### config.mk
export PLATFORM = sky130hd
export DESIGN_NAME = adc_sample_sequencer
export DESIGN_NICKNAME = d
export VERILOG_FILES = /design/src/rtl/adc_sample_sequencer.sv
export SDC_FILE = /design/constraint.sdc
export NUM_CORES = 1
export LEC_CHECK = 0
export BUFFER_PORTS_ARGS = -buffer_cell sky130_fd_sc_hd__buf_2
export CORE_MARGIN = 2
export CORE_UTILIZATION = 45
export CTS_CLUSTER_DIAMETER = 100
export DETAILED_ROUTE_END_ITERATION = 10
export REMOVE_ABC_BUFFERS = 1
export SYNTH_ARGS = -nofsm -noshare
export SYNTH_HDL_FRONTEND = slang
export SYNTH_SLANG_ARGS = --single-unit
### constraint.sdc
create_clock -name clk -period 3.94 [get_ports clk]
set_input_delay 0.394 -clock clk [delete_from_list [all_inputs] [get_ports clk]]
set_output_delay 0.394 -clock clk [all_outputs]
set_load 0.05 [all_outputs]
### src/rtl/adc_sample_sequencer.sv
// Paces single-channel ADC conversions at a fixed rate and converts the offset-binary results to signed samples.
// The samples are buffered in a small FIFO and presented on a valid/ready stream.
module adc_sample_sequencer #(
    parameter int unsigned SAMPLE_PERIOD = 1000,
    parameter int unsigned CHANNEL       = 1,
    parameter int unsigned RSP_TIMEOUT   = 255,
    parameter int unsigned OUT_W         = 16,
    parameter int unsigned FIFO_DEPTH    = 8
) (
    input  logic                        clk,
    input  logic                        rst,
    input  logic                        enable,
    input  logic                        clr_status,
    output logic                        cmd_valid,
    output logic [4:0]                  cmd_channel,
    output logic                        cmd_startofpacket,
    output logic                        cmd_endofpacket,
    input  logic                        cmd_ready,
    input  logic                        rsp_valid,
    input  logic [4:0]                  rsp_channel,
    input  logic [11:0]                 rsp_data,
    input  logic                        rsp_startofpacket,
    input  logic                        rsp_endofpacket,
    output logic                        sample_valid,
    output logic [OUT_W-1:0]            sample_data,
    input  logic                        sample_ready,
    output logic [$clog2(FIFO_DEPTH):0] fifo_level,
    output logic                        overflow,
    output logic                        missed_tick,
    output logic                        timeout
);

    localparam int unsigned CNT_W  = $clog2(SAMPLE_PERIOD);
    localparam int unsigned TO_W   = $clog2(RSP_TIMEOUT + 1);
    localparam int unsigned ADDR_W = $clog2(FIFO_DEPTH);
    localparam int unsigned LVL_W  = ADDR_W + 1;

    typedef enum logic [1:0] {
        S_IDLE      = 2'd0,
        S_WAIT_TICK = 2'd1,
        S_ISSUE     = 2'd2,
        S_WAIT_RSP  = 2'd3
    } state_e;

    state_e              state_q, state_d;
    logic [CNT_W-1:0]    tick_cnt_q, tick_cnt_d;
    logic                tick;
    logic [TO_W-1:0]     to_cnt_q, to_cnt_d;
    logic                cmd_valid_q, cmd_valid_d;
    logic                handshake, rsp_hit, rsp_expire, missed_set;

    logic signed [11:0]  code_s;
    logic [OUT_W-1:0]    conv_sample;
    logic                cap_vld_q;
    logic [OUT_W-1:0]    cap_data_q;

    logic [OUT_W-1:0]    mem_q [FIFO_DEPTH];
    logic [ADDR_W-1:0]   wr_ptr_q, wr_ptr_d, rd_ptr_q, rd_ptr_d;
    logic [LVL_W-1:0]    level_q, level_d;
    logic                sample_valid_q;
    logic [OUT_W-1:0]    sample_data_q, head_d;
    logic                pop, full, push_ok, overflow_set;

    logic                overflow_q, missed_tick_q, timeout_q;
    logic                unused_rsp_framing;

    assign unused_rsp_framing = rsp_startofpacket ^ rsp_endofpacket;

    assign cmd_channel       = 5'(CHANNEL);
    assign cmd_startofpacket = 1'b1;
    assign cmd_endofpacket   = 1'b1;
    assign cmd_valid         = cmd_valid_q;
    assign sample_valid      = sample_valid_q;
    assign sample_data       = sample_data_q;
    assign fifo_level        = level_q;
    assign overflow          = overflow_q;
    assign missed_tick       = missed_tick_q;
    assign timeout           = timeout_q;

    // Sample-rate counter; parked at zero while disabled so the first tick is a full period away.
    assign tick = (tick_cnt_q == CNT_W'(SAMPLE_PERIOD - 1));

    always_comb begin
        tick_cnt_d = tick_cnt_q + CNT_W'(1);
        if (!enable || tick) begin
            tick_cnt_d = '0;
        end
    end

    always_ff @(posedge clk) begin
        if (rst) begin
            tick_cnt_q <= '0;
        end else begin
            tick_cnt_q <= tick_cnt_d;
        end
    end

    // Transaction events decoded from the current state.
    always_comb begin
        handshake  = (state_q == S_ISSUE) && cmd_ready;
        rsp_hit    = (state_q == S_WAIT_RSP) && rsp_valid && (rsp_channel == 5'(CHANNEL));
        rsp_expire = (state_q == S_WAIT_RSP) && !rsp_hit && (to_cnt_q == TO_W'(RSP_TIMEOUT));
        missed_set = tick && ((state_q == S_ISSUE) || (state_q == S_WAIT_RSP));
    end

    always_ff @(posedge clk) begin
        if (rst) begin
            state_q <= S_IDLE;
        end else begin
            state_q <= state_d;
        end
    end

    always_comb begin
        state_d = state_q;
        case (state_q)
            S_IDLE: begin
                if (enable) begin
                    state_d = S_WAIT_TICK;
                end
            end
            S_WAIT_TICK: begin
                if (!enable) begin
                    state_d = S_IDLE;
                end else if (tick) begin
                    state_d = S_ISSUE;
                end
            end
            S_ISSUE: begin
                if (handshake) begin
                    state_d = S_WAIT_RSP;
                end
            end
            S_WAIT_RSP: begin
                if (rsp_hit || rsp_expire) begin
                    state_d = enable ? S_WAIT_TICK : S_IDLE;
                end
            end
            default: state_d = S_IDLE;
        endcase
    end

    // cmd_valid is registered from the next state so it tracks the ISSUE state exactly.
    always_comb begin
        cmd_valid_d = (state_d == S_ISSUE);
    end

    always_ff @(posedge clk) begin
        if (rst) begin
            cmd_valid_q <= 1'b0;
        end else begin
            cmd_valid_q <= cmd_valid_d;
        end
    end

    // Response wait counter, restarted by each accepted command and saturating at the limit.
    always_comb begin
        to_cnt_d = to_cnt_q;
        if (handshake) begin
            to_cnt_d = '0;
        end else if ((state_q == S_WAIT_RSP) && (to_cnt_q != TO_W'(RSP_TIMEOUT))) begin
            to_cnt_d = to_cnt_q + TO_W'(1);
        end
    end

    always_ff @(posedge clk) begin
        if (rst) begin
            to_cnt_q <= '0;
        end else begin
            to_cnt_q <= to_cnt_d;
        end
    end

    // Offset binary to two's complement: flip the MSB, then sign-extend.
    assign code_s      = {~rsp_data[11], rsp_data[10:0]};
    assign conv_sample = OUT_W'(code_s);

    always_ff @(posedge clk) begin
        if (rst) begin
            cap_vld_q  <= 1'b0;
            cap_data_q <= '0;
        end else begin
            cap_vld_q  <= rsp_hit;
            cap_data_q <= conv_sample;
        end
    end

    // A push into a full FIFO is accepted only when the head is leaving in the same cycle.
    always_comb begin
        pop          = sample_valid_q && sample_ready;
        full         = (level_q == LVL_W'(FIFO_DEPTH));
        push_ok      = cap_vld_q && (!full || pop);
        overflow_set = cap_vld_q && full && !pop;
        wr_ptr_d     = wr_ptr_q;
        rd_ptr_d     = rd_ptr_q;
        level_d      = level_q;
        if (push_ok) begin
            wr_ptr_d = wr_ptr_q + ADDR_W'(1);
        end
        if (pop) begin
            rd_ptr_d = rd_ptr_q + ADDR_W'(1);
        end
        case ({push_ok, pop})
            2'b10:   level_d = level_q + LVL_W'(1);
            2'b01:   level_d = level_q - LVL_W'(1);
            default: level_d = level_q;
        endcase
        // The entry being written becomes the head when it lands where the read pointer is going.
        head_d = (push_ok && (wr_ptr_q == rd_ptr_d)) ? cap_data_q : mem_q[rd_ptr_d];
    end

    always_ff @(posedge clk) begin
        if (push_ok) begin
            mem_q[wr_ptr_q] <= cap_data_q;
        end
    end

    always_ff @(posedge clk) begin
        if (rst) begin
            wr_ptr_q       <= '0;
            rd_ptr_q       <= '0;
            level_q        <= '0;
            sample_valid_q <= 1'b0;
            sample_data_q  <= '0;
        end else begin
            wr_ptr_q       <= wr_ptr_d;
            rd_ptr_q       <= rd_ptr_d;
            level_q        <= level_d;
            sample_valid_q <= (level_d != '0);
            sample_data_q  <= head_d;
        end
    end

    // Sticky status; a set event in the same cycle as clr_status keeps the flag set.
    always_ff @(posedge clk) begin
        if (rst) begin
            overflow_q    <= 1'b0;
            missed_tick_q <= 1'b0;
            timeout_q     <= 1'b0;
        end else begin
            overflow_q    <= (overflow_q    && !clr_status) || overflow_set;
            missed_tick_q <= (missed_tick_q && !clr_status) || missed_set;
            timeout_q     <= (timeout_q     && !clr_status) || rsp_expire;
        end
    end

endmodule

==> flow_summary.yaml <==
timing:
  finalCritPeriodShare: 0.742
  period_minus_slack_ns: 2.92
  finalSetupViolations: 0
  grt_setup_unrepaired: "false"
  max_freq_mhz: 342
  tightest_slew_ns: 1.00
  hold_viol_final: 0
  layout_setup_ws_ns: 1.02
  maxSlewViolCount: 0
  relSlewSlack: 0.331
  skew_ns: 0.00737
clock_tree:
  hold_buffers: 0
  clk_pin_slew_ns: 0.06
  post_cts_buffers: 0
  clock_sinks: 156
  clock-root-buffer: "clkbuf_16"
  cts_resized: 0
  clock_latency_ns: 0.42
  cts_buffer_depth: 2
  numCtsBuffers: 17
  cts_tree: "built"
  htreeDepth: 4
detailed_routing:
  drtIter0Drc: 327
  routed_via_density: 5.78
  route.detailed.drc: 0
  dr_total_vias: 5218
  dr.pass1.iters: 6
  post_drt_wl_per_cell_um: 18.6
  wirelength_um: 16800
  ant_nets: 0
pwr:
  p_sw_mw: 0.661
  power.density_nw_per_um2: 424
  p_int_mw: 2.78
  pwr-share-comb: 0.018
  p_leak_nw: 2.90
  power_frac_seq: 0.511
  power.share.switching: 0.192
  vdd_ir_drop_max_uv: 290
  p_clk_frac: 0.471
die:
  fp.dieH_um: 130
  io_pins: 58
  fp.dieArea_sq_um: 16800
  core-area_sq_um: 15300
  rows: 45
  initial_core_util: 0.464
  fp.dieW_um: 130
global_route:
  grt_overflow: 0
  grt_antenna_before_repair: 0
  grt_pass1_vias: 5171
  grt_max_degree: 80
  track_usage: 0.213
  grt_pass1_wl_um: 26600
worst_setup_path:
  critPathKind: "register to register"
  critPathMaxFanout: 7
  startpoint_type: "register"
  worstPathArrival_ns: 3.26
  end_kind: "register"
  required_ns: 4.28
finish:
  final_area_sq_um: 8110
  area_delta_synth_final_pct: 13.9
  antenna_cells: 0
  fin_util: 0.529
  num-nets-final: 713
  final_cells: 903
  drive_above_1_share: 0.153
place:
  dpl-instance-area_sq_um: 7510
  portBuffers: 48
  pre_cts_slack_ns: 0.843
  place.detailed.hpwl_um: 9520
  placedCellCount: 871
  place.gp.congestion: 0.786
logic_synthesis:
  syn_area_per_cell_sq_um: 11.0
  synth_commonest_cells: "edfxtp_1, dfxtp_1, nand3_1"
  ys_ff_latch: 156
  synth-async-reset-ratio: 0
  syn-instance-count: 647
  yosysWarningCount: 0
  syn-cell-area_sq_um: 7110
  netlist-cell-type-count: 52
  synthTopCellsByArea: "edfxtp_1, dfxtp_1, nand3_1"
  synth-seq-area-share: 0.574
  synth_top_area_frac: 0.405
  synth_edf_count: 96
  ys.flop_type: "edfxtp_1"
  yosysMostFrequentCell: "edfxtp_1"
  netlist.top_cell.by_area: "edfxtp_1"
job:
  maxCapViolations: 0
min_path:
  min_path_type: "input port to register"
run_status:
  status: "completed"
-- worst max-delay path, stage by stage (launching register included) --
cell and delay [ns]:
dfxtp_1 0.39, o41a_4 0.57, clkinv_2 0.14, ha_1 0.25, ha_1 0.26, a21o_1 0.17, a21oi_1 0.17, xnor2_1 0.16
or4b_2 0.62, o211ai_1 0.12
-- logic make-up after synthesis --
kind of cell,share of synthesized area
flip-flops,0.574
adder cells (fa/ha/maj),0.0151
XOR/XNOR,0.0329
other,0.00106
buffers and inverters,0.0447
AO/OA/AOI/OAI,0.122
multiplexers,0.00281
AND/OR/NAND/NOR,0.208
-- flip-flops by register name (all words and copies together), names as in the netlist, 2 cells and up --
signal / count
mem_q: 96
cap_data_q: 12
sample_data: 12
tick_cnt_q: 10
to_cnt_q: 8
fifo_level: 4
rd_ptr_q: 3
wr_ptr_q: 3
state_q: 2
-- layout make-up --
type	count	area (sq um)
Clock inverter	6	83.8
Tap cell	211	264
Multi-Input combinational cell	430	2760
Inverter	9	37.5
Clock buffer	26	510
Fill cell	1338	7210
Timing Repair Buffer	65	368
Sequential cell	156	4090
-- layout by cell type, fill, tap and decap left out, types with 12 or more instances in the layout --
cell type	n
edfxtp_1	96
dfxtp_1	59
nand3_1	57
buf_2	48
nor2b_1	40
nand2_1	38
nor2_1	34
nand2b_1	31
nand4_1	29
nor3_1	26
a211oi_1	25
a22oi_1	24
o311ai_0	24
clkbuf_16	18
buf_4	17
xnor2_1	13
a32o_1	12
-- per-stage QoR --
stage	TNS [ns]	hold slack (ns)	total power [mW]
2_1_floorplan	-0.105	0.413	1.82
3_3_place_gp	0	0.426	1.85
3_5_place_dp	0	0.439	1.85
4_1_cts	0	0.104	3.47
5_1_grt	0	0.118	3.54
6_report	0	0.126	3.44
-- final timing paths --
path              slack (ns)                     start  depth (start not counted)                         to
setup reg to reg        1.02  fifo_level[0]$_SDFF_PP0_                          9    sample_valid$_SDFF_PP0_
hold / removal          0.13              rsp_data[11]                          2  cap_data_q[11]$_SDFF_PP0_
hold reg to reg         0.45  tick_cnt_q[0]$_SDFF_PP0_                          1   tick_cnt_q[0]$_SDFF_PP0_
setup / recovery        1.02  fifo_level[0]$_SDFF_PP0_                          9    sample_valid$_SDFF_PP0_
-- metal layers --
metal,GRT usage,vias up,routed length [um]
met5,0,-,0
met1,0.260,2549,7130
li1,-,2482,-
met4,0.0987,0,327
met2,0.364,155,8530
met3,0.0418,32,771
-- power by group through the flow --
stage	clock network [mW]	registers, mW	logic [mW]
finish	1.62	1.76	0.0623
global route	1.72	1.76	0.0672
CTS	1.65	1.76	0.0623
detailed placement	0	1.79	0.0623
global placement	0	1.79	0.0614
floorplan	0	1.79	0.0291
Power figures use the tool's default switching activity.
